===== src/rtl/argmax_classifier.sv =====
// Scans NUM_CLASSES scores from a synchronous-read buffer and reports the index
// and value of the largest one; ties resolve to the lowest index.
module argmax_classifier #(
    parameter int NUM_CLASSES = 10,
    parameter int DATA_W      = 8,
    parameter int ADDR_W      = 10,
    parameter int SIGNED_EN   = 1,
    parameter int IDX_W       = 4
) (
    input  logic              clk,
    input  logic              rst,
    input  logic              start,
    output logic [ADDR_W-1:0] rd_addr,
    input  logic [DATA_W-1:0] rd_data,
    output logic              busy,
    output logic              done,
    output logic [IDX_W-1:0]  class_idx,
    output logic [DATA_W-1:0] max_val,
    output logic [1:0]        fsm_state
);

    // Handshake: start is a one-cycle request honoured only in IDLE; busy is
    // high from the accepting edge until done, and done is a one-cycle pulse
    // during which class_idx/max_val already carry the new result.
    typedef enum logic [1:0] {IDLE, FETCH, DRAIN, DONE} state_t;

    localparam logic [ADDR_W-1:0] LAST_ADDR = ADDR_W'(NUM_CLASSES - 1);

    state_t             state, next_state;
    logic               live;        // rd_data holds a requested score this cycle
    logic [IDX_W-1:0]   data_idx;    // class index of the score on rd_data
    logic               best_valid;
    logic [IDX_W-1:0]   best_idx;
    logic [DATA_W-1:0]  best_val;
    logic               greater;

    assign fsm_state = state;

    always_comb begin
        if (SIGNED_EN != 0)
            greater = $signed(rd_data) > $signed(best_val);
        else
            greater = rd_data > best_val;
    end

    always_ff @(posedge clk or negedge rst) begin
        if (!rst) state <= IDLE;
        else      state <= next_state;
    end

    always_comb begin
        next_state = state;
        unique case (state)
            IDLE:  if (start) next_state = FETCH;
            FETCH: if (rd_addr == LAST_ADDR) next_state = DRAIN;
            DRAIN: next_state = DONE;
            DONE:  next_state = IDLE;
            default: next_state = IDLE;
        endcase
    end

    always_ff @(posedge clk or negedge rst) begin
        if (!rst) begin
            rd_addr    <= '0;
            busy       <= 1'b0;
            done       <= 1'b0;
            class_idx  <= '0;
            max_val    <= '0;
            live       <= 1'b0;
            data_idx   <= '0;
            best_valid <= 1'b0;
            best_idx   <= '0;
            best_val   <= '0;
        end else begin
            done <= 1'b0;
            if (live) begin
                if (!best_valid || greater) begin
                    best_val <= rd_data;
                    best_idx <= data_idx;
                end
                best_valid <= 1'b1;
            end
            unique case (state)
                IDLE: begin
                    live <= 1'b0;
                    if (start) begin
                        rd_addr    <= '0;
                        busy       <= 1'b1;
                        best_valid <= 1'b0;
                    end
                end
                FETCH: begin
                    live     <= 1'b1;
                    data_idx <= IDX_W'(rd_addr);
                    if (rd_addr != LAST_ADDR) rd_addr <= rd_addr + 1'b1;
                end
                DRAIN: live <= 1'b0;
                // Results are published together with done, so a scan in
                // progress never disturbs the previously reported answer.
                DONE: begin
                    class_idx <= best_idx;
                    max_val   <= best_val;
                    done      <= 1'b1;
                    busy      <= 1'b0;
                end
                default: live <= 1'b0;
            endcase
        end
    end

endmodule


===== config.mk =====
export PLATFORM = sky130hd
export DESIGN_NAME = argmax_classifier
export DESIGN_NICKNAME = d
export VERILOG_FILES = /design/src/rtl/argmax_classifier.sv
export SDC_FILE = /design/constraint.sdc
export NUM_CORES = 1
export LEC_CHECK = 0
export CAP_MARGIN = 40
export CELL_PAD_IN_SITES_DETAIL_PLACEMENT = 2
export CELL_PAD_IN_SITES_GLOBAL_PLACEMENT = 2
export CORE_UTILIZATION = 38
export DETAILED_ROUTE_END_ITERATION = 16
export MAX_ROUTING_LAYER = met4
export PLACE_DENSITY_LB_ADDON = 0.1
export SKIP_CTS_REPAIR_TIMING = 1
export SKIP_LAST_GASP = 1
export SYNTH_ARGS = -nofsm -noshare
export SYNTH_HDL_FRONTEND = slang
export SYNTH_SLANG_ARGS = --single-unit

===== constraint.sdc =====
create_clock -name clk -period 6.7 [get_ports clk]
set_clock_uncertainty 0.1 [all_clocks]
set_input_delay 0.67 -clock clk [delete_from_list [all_inputs] [get_ports clk]]
set_output_delay 0.67 -clock clk [all_outputs]
set_load 0.1 [all_outputs]

Word level (Yosys, flattened, before mapping)
Index checks and enable logic that the tools add are counted.
{ "word_totals": {"register_bits": 44, "inputBits": 11, "output_inout_bits": 26, "elab_cells": 45} }
{ "classes": {"n_addsub": 1, "n_lt_le_gt_ge": 1, "n_eq_ne": 8, "n_mux": 13, "n_reduce_logical": 11} }
{ "op_table": {"columns": ["cell", "count"], "rows": [
  ["$mux W10", 2],
  ["$pmux W10 S2", 1],
  ["$add A10 B1 Y10 const B", 1],
  ["$eq A10 B4 Y1 const B", 1],
  ["$ne A10 B4 Y1 const B", 1],
  ["$gt A8 B8 Y1", 1],
  ["$pmux W2 S4", 1],
  ["$ne A2 B2 Y1 const B", 3],
  ["$reduce_and A2 Y1", 3],
  ["$reduce_bool A2 Y1", 3],
  ["$mux W1", 5],
  ["$eq A2 B2 Y1 const B", 2],
  ["$mux W2", 2],
  ["$pmux W1 S2", 2],
  ["$reduce_and A3 Y1", 1],
  ["$eq A2 B1 Y1 const B", 1],
  ["$logic_not A2 Y1", 1],
  ["$reduce_or A2 Y1", 1],
  ["$logic_not A1 Y1", 1],
  ["$logic_or A1 B1 Y1", 1]
]} }

Logic depth before layout (Yosys ltp)
Gate-level depths: netlist (run 1).
{ "depth": {"ltp_word": 3, "ltp_mapped": 8, "mapped_depth_nobuf": 7} }

Worst setup path after synthesis (run 1)
No wires, ideal clock.
{ "synth_path": {"path_type": "flip-flop to flip-flop", "start": "register state[1] (netlist: fsm_state[1])", "end": "register rd_addr[9]", "setup_ns": 0.074, "arrival_ns": 2.422, "required_ns": 6.526, "path_slack_ns": 4.104, "stages_incl_launch_ff": 9, "path_buffers": 2, "synth_period_minus_slack_ns": 2.596, "path_cell_list": "dfrtp_1 -> inv_1 -> ha_1 -> clkbuf_1 -> a41oi_1 -> buf_2 -> nand4_1 -> xor2_1 -> nor2_1"} }
{ "synth_between": {"elab_chain_cells": 3, "word_cells_on_any_way": 7, "classes_between": "eq/ne: 3; mux: 1; reduce/logical: 3"} }
{ "synth_rtl": {"columns": ["item", "line_no", "text"], "rows": [
  ["from (decl)", "29", "state_t state, next_state;"],
  ["from (signal assigned)", "48", "else state <= next_state;"],
  ["$eq A2 B1 Y1 or $logic_not A2 Y1 (tied branches)", "83", "unique case (state)"],
  ["$ne A2 B2 Y1 (no line) or $reduce_bool A2 Y1 (tied branches)", null, null],
  ["$reduce_and A3 Y1 (no line)", null, null],
  ["to (signal assigned)", "95", "if (rd_addr != LAST_ADDR) rd_addr <= rd_addr + 1'b1;"],
  ["to (decl)", "13", "output logic [ADDR_W-1:0] rd_addr,"]
]} }
Several ways; a longest one is shown, not always the timed one.
A chain may end at the register's enable or synchronous reset.

Worst setup path in the final report (run 1)
{ "layout_path": {"start": "input rd_data[5]", "end": "register best_val[1]"} }
{ "layout_between": {"elab_chain_cells": 3} }
{ "layout_rtl": {"columns": ["item", "line_no", "text"], "rows": [
  ["from (decl)", "14", "input logic [DATA_W-1:0] rd_data,"],
  ["$gt A8 B8 Y1", "41", "greater = $signed(rd_data) > $signed(best_val);"],
  ["$logic_or A1 B1 Y1", "77", "if (!best_valid || greater) begin"],
  ["$reduce_and A2 Y1 (no line)", null, null],
  ["to (signal assigned)", "78", "best_val <= rd_data;"],
  ["to (decl)", "34", "logic [DATA_W-1:0] best_val;"]
]} }
Every way passes these cells.

==> results of run 1 <==
-- through the flow --
stage	instance area, um2	hold slack (ns)	utilization	instances	setup WS [ns]
2_1_floorplan	2138	0.2744	-	173	4.104
3_3_place_gp	2565	0.3893	0.4867	276	3.275
3_5_place_dp	2983	0.3989	0.5660	303	2.935
4_1_cts	3109	0.2467	0.5900	311	3.177
5_1_grt	3117	0.2485	0.5914	312	3.092
6_report	3117	0.2466	0.5914	312	3.145
-- sequential cells by signal, indices dropped and copies added, names as in the netlist --
| signal | flops |
|---|---|
| done | 1 |
| class_idx | 4 |
| busy | 1 |
| live | 1 |
| rd_addr | 10 |
| best_val | 8 |
| data_idx | 4 |
| fsm_state | 2 |
| best_idx | 4 |
| best_valid | 1 |
| max_val | 8 |
-- layout by cell type (no fill, tap or decap), drive strengths merged --
cell type      synthesis  layout
dfrtp                 44      44
clkdlybuf4s50          0      35
buf                    3      29
mux2                  28      28
ha                    15      15
inv                   14      14
nor2                  12      12
xor2                   8       8
clkbuf                 1       8
nand2                  7       7
nand3                  6       6
o21ai                  6       6
nand4                  5       5
a21oi                  4       4
nor2b                  2       2
mux2i                  2       2
and3                   2       2
a21boi                 2       2
a211oi                 2       2
o21a                   1       1
nor4                   1       1
nor3b                  1       1
a41oi                  1       1
and4                   1       1
o31ai                  1       1
o22ai                  1       1
nand2b                 1       1
a311oi                 1       1
nand3b                 1       1
bufinv                 0       1
-- cells in the mapped netlist, drive strengths merged --
library cell	number
dfrtp	44
mux2	28
ha	15
inv	14
nor2	12
xor2	8
nand2	7
nand3	6
o21ai	6
nand4	5
a21oi	4
buf	3
a211oi	2
a21boi	2
and3	2
mux2i	2
nor2b	2
a311oi	1
a41oi	1
and4	1
clkbuf	1
nand2b	1
nand3b	1
nor3b	1
nor4	1
o21a	1
o22ai	1
o31ai	1
-- per-layer routing --
| metal | wire (um) | vias to the layer above | GRT usage |
|---|---|---|---|
| li1 | - | 736 | - |
| met1 | 3140 | 867 | 0.3107 |
| met2 | 4446 | 57 | 0.5402 |
| met3 | 250 | 20 | 0.05595 |
| met4 | 263 | 0 | 0.1434 |
| met5 | 0 | - | - |
-- path summary, 6_finish.rpt --
kind                       slack [ns]           to  cells after the start
max in group asynchronous        5.73  best_idx[1]                      2
min reg2reg                      0.41  data_idx[1]                      1
max reg2reg                      3.51  best_val[1]                      8
max                              3.14  best_val[1]                      8
min in group clk                 0.41  data_idx[1]                      1
min                              0.25   max_val[0]                      1
-- critical path, cell delays in order --
cell and delay (ns):
clkdlybuf4s50_1 0.45, ha_1 0.38, a21oi_1 0.27, o21ai_1 0.15
a311oi_2 0.31, mux2i_1 0.72, buf_4 0.35, mux2_2 0.36
-- cell families (layout without fill, tap and decap cells) --
family	Yosys count	in the layout	share of synthesized area
flops	44	44	0.5149
simple gates	39	39	0.09363
mux	30	30	0.1744
compound gates	19	19	0.06085
buf+inv	18	87	0.03569
fa+ha+maj	15	15	0.08777
xor+xnor	8	8	0.03277
-- layout make-up --
cell class / count / share of cell area
clock buffer: 7 / 0.03091
clock inverter: 1 / 0.009635
timing repair buffer: 65 / 0.2529
inverter: 14 / 0.01686
multi-input combinational: 111 / 0.3083
sequential: 44 / 0.3533
tap: 70 / 0.02810
==> impl_metrics.env, run 1 <==
export IMPL_reg2reg_from="best_val[5]"
export IMPL_cts_buffers_inserted=5
export IMPL_synth_largest_area_cell="dfrtp_1"
export IMPL_cts_tree="yes"
export IMPL_ant_nets=0
export IMPL_drv_cap=0
export IMPL_gp_congestion=0.8096
export IMPL_multi_input_area_um2=960.9
export IMPL_num_vias=1680
export IMPL_hold_viol_final=0
export IMPL_dieArea_um2=5931
export IMPL_startpoint="rd_data[5]"
export IMPL_critPathLaunchType="input pin"
export IMPL_synth_top_area_frac=0.5149
export IMPL_cts_path_max_buffers=2
export IMPL_tightest_slew_ns=0.7978
export IMPL_routed_wl_mm=8.101
export IMPL_finalSetupViolCount=0
export IMPL_grt_max_degree=26
export IMPL_cts_root_buf="clkbuf_8"
export IMPL_antenna_found_initial=0
export IMPL_crit_type="input pin to register"
export IMPL_status="completed"
export IMPL_nets=267
export IMPL_die_w_um=77.02
export IMPL_critPathRequiredTime_ns=6.79
export IMPL_row_count=26
export IMPL_end_kind="register"
export IMPL_ys_types=34
export IMPL_relSlewSlack=0.4529
export IMPL_rsz0062_at_grt="no"
export IMPL_synthesis_area_um2=2138
export IMPL_drive_gt1_frac=0.2851
export IMPL_finalCriticalPeriod_ns=3.555
export IMPL_setup_tns_ns=0
export IMPL_diodes=0
export IMPL_die_y_um=77.02
export IMPL_routedWlPerCell_um=25.96
export IMPL_viasPerCell=5.385
export IMPL_coreArea_um2=5270
export IMPL_drc=0
export IMPL_postSynthCellCount=173
export IMPL_ys_seq_area_frac=0.5149
export IMPL_synthesis_nets=199
export IMPL_hold_class="input pin to asynchronous set/reset pin"
export IMPL_grt_pass1_wl_mm=12.41
export IMPL_cp_arrival_ns=3.65
export IMPL_slew_viol_final=0
export IMPL_start_util=0.4057
export IMPL_dp_hpwl_mm=5.263
export IMPL_grt_usage=0.2987
export IMPL_synth_area_per_cell_um2=12.36
export IMPL_grt_pass1_vias=2034
export IMPL_min_period_over_period=0.5306
export IMPL_yosys_top_cells_area="dfrtp_1 (51%), mux2_2 (9.5%), ha_1 (8.8%), mux2_4 (7.0%), xor2_1 (3.3%)"
export IMPL_clk_latency_ns=0.30
export IMPL_yosys_warnings=0
export IMPL_grt_ovfl_total=0
export IMPL_nFillCells=481
export IMPL_fmax_mhz=281.3
export IMPL_synthToLayoutAreaGrowth_pct=45.76
export IMPL_port_buffers=36
export IMPL_clk_pin_slew_ns=0.09
export IMPL_pin_count=37
export IMPL_htree_levels=2
export IMPL_drtPass1Iterations=4
export IMPL_path_max_fanout=8
export IMPL_regArea_um2=1101
export IMPL_synth_seq_cells=44
export IMPL_cts_sinks=44
export IMPL_drt_iter0_drc=75
Power of run 1 is left out: the tool's default activity adds up to more than one toggle a clock period on the data nets, which glitch-free logic cannot reach.
==> run 2: changes to the inputs <==
Settings changed: CORE_UTILIZATION 38 to 31.
Clock period 6.7 ns to 2.9 ns, I/O delays scaled along.
==> impl_metrics.env, run 2 (synthesis results as in run 1) <==
export IMPL_drv_cap=0
export IMPL_pin_count=37
export IMPL_routedWlPerCell_um=17.39
export IMPL_drtPass1Iterations=4
export IMPL_final_cell_mix="dfrtp_1 (44), buf_4 (29), mux2_2 (18), ha_1 (15), inv_1 (14)"
export IMPL_port_buffers=36
export IMPL_dieArea_um2=7234
export IMPL_clk_pin_slew_ns=0.09
export IMPL_cts_tree="yes"
export IMPL_rsz0062_at_grt="no"
export IMPL_routed_wl_mm=5.129
export IMPL_hold_viol_final=0
export IMPL_drt_iter0_drc=33
export IMPL_cts_path_max_buffers=2
export IMPL_startpoint="rd_data[5]"
export IMPL_cts_root_buf="clkbuf_8"
export IMPL_clk_latency_ns=0.30
export IMPL_row_count=29
export IMPL_slew_viol_final=0
export IMPL_critPathLaunchType="input pin"
export IMPL_drive_gt1_frac=0.3257
export IMPL_largest_register="rd_addr"
export IMPL_min_period_over_period=0.8683
export IMPL_cts_sinks=44
export IMPL_ant_nets=0
export IMPL_r2r_setup_slack_ns=0.42
export IMPL_die_y_um=85.05
export IMPL_grt_ovfl_total=0
export IMPL_largest_reg_flops=10
export IMPL_drc=0
export IMPL_cts_buffers_inserted=5
export IMPL_reg2reg_from="best_val[5]"
export IMPL_end_kind="register"
export IMPL_dp_hpwl_mm=3.805
export IMPL_final_common_cell="dfrtp_1"
export IMPL_die_w_um=85.05
export IMPL_relSlewSlack=0.5385
export IMPL_cp_endpoint="best_val[1]"
export IMPL_hold_class="input pin to asynchronous set/reset pin"
export IMPL_finalSetupViolCount=0
export IMPL_fmax_mhz=397.1
export IMPL_coreArea_um2=6495
export IMPL_start_util=0.3292
export IMPL_critPathRequiredTime_ns=2.99
export IMPL_finalCriticalPeriod_ns=2.518
export IMPL_grt_usage=0.1635
export IMPL_setup_tns_ns=0
export IMPL_crit_type="input pin to register"
export IMPL_cp_arrival_ns=2.60
export IMPL_viasPerCell=4.969
export IMPL_grt_pass1_vias=1685
export IMPL_status="completed"
export IMPL_gp_congestion=0.7834
export IMPL_top_regs="rd_addr x10, best_val x8, max_val x8"
export IMPL_nFillCells=690
export IMPL_tightest_slew_ns=0.6923
export IMPL_path_max_fanout=6
export IMPL_htree_levels=2
export IMPL_nets=243
export IMPL_grt_max_degree=31
export IMPL_reg2reg_to="best_val[1]"
export IMPL_antenna_found_initial=0
export IMPL_diodes=0
export IMPL_grt_pass1_wl_mm=8.790
export IMPL_synthToLayoutAreaGrowth_pct=25.28
export IMPL_reg2regPathDepth=8
export IMPL_num_vias=1466
-- run 2: cell count changes in the layout (fill, tap and decap cells not counted) --
cell | before | now
mux2i_2 | 0 | 1
mux2i_1 | 2 | 1
buf_12 | 0 | 1
buf_4 | 1 | 29
buf_16 | 1 | 0
clkbuf_8 | 7 | 6
dlygate4sd3_1 | 0 | 1
buf_8 | 26 | 0
clkdlybuf4s50_1 | 35 | 9
clkinv_4 | 0 | 1
clkbuf_4 | 1 | 0
-- run 2: layer usage --
metal  share of wire  up-vias  wire [um]  track usage
met5               0        -          0            -
met4           0.012        0         64      0.04622
met3           0.026        6        134      0.03405
met2            0.52       26       2688       0.2889
met1            0.44      751       2241       0.1870
li1                -      683          -            -
-- run 2: area by class of cell --
cell class                 count  area, um2  share of cell area
multi-input combinational    111      964.7              0.3601
timing repair buffer          41      342.8              0.1280
clock inverter                 2      38.79             0.01448
tap                           77      96.34             0.03596
clock buffer                   6      82.58             0.03083
inverter                      14      52.55             0.01962
sequential                    44       1101              0.4110
-- run 2: how the worst min path moves through the flow --
stage          startpoint           end  slack, ns  depth (start not counted)
2_1_floorplan         rst   best_idx[0]      -0.11                          0
3_3_place_gp          rst  class_idx[0]       0.39                          1
3_5_place_dp          rst  class_idx[2]       0.13                          1
4_1_cts               rst  class_idx[2]      -0.20                          1
5_1_grt               rst  class_idx[0]       0.35                          2
6_report              rst  class_idx[0]       0.33                          2
-- run 2: through the flow --
step	instance area, um2	hold slack (ns)	worst slack (ns)	util	std cells
finish	2679	0.3343	0.3819	0.4124	295
detailed placement	2547	0.1289	0.1367	0.3922	286
global route	2679	0.3525	0.3139	0.4124	295
floorplan	2138	-0.1056	0.3042	-	173
global placement	2527	0.3916	0.2307	0.3891	285
CTS	2669	-0.2020	0.3954	0.4109	294
-- run 2: worst max-delay path, cell delays in order --
cell             delay (ns)
clkdlybuf4s50_1        0.45
ha_1                   0.36
a21oi_1                0.15
o21ai_1                0.11
a311oi_2               0.39
mux2i_2                0.30
buf_4                  0.21
mux2_2                 0.34
Power of run 2 is left out for the same reason.
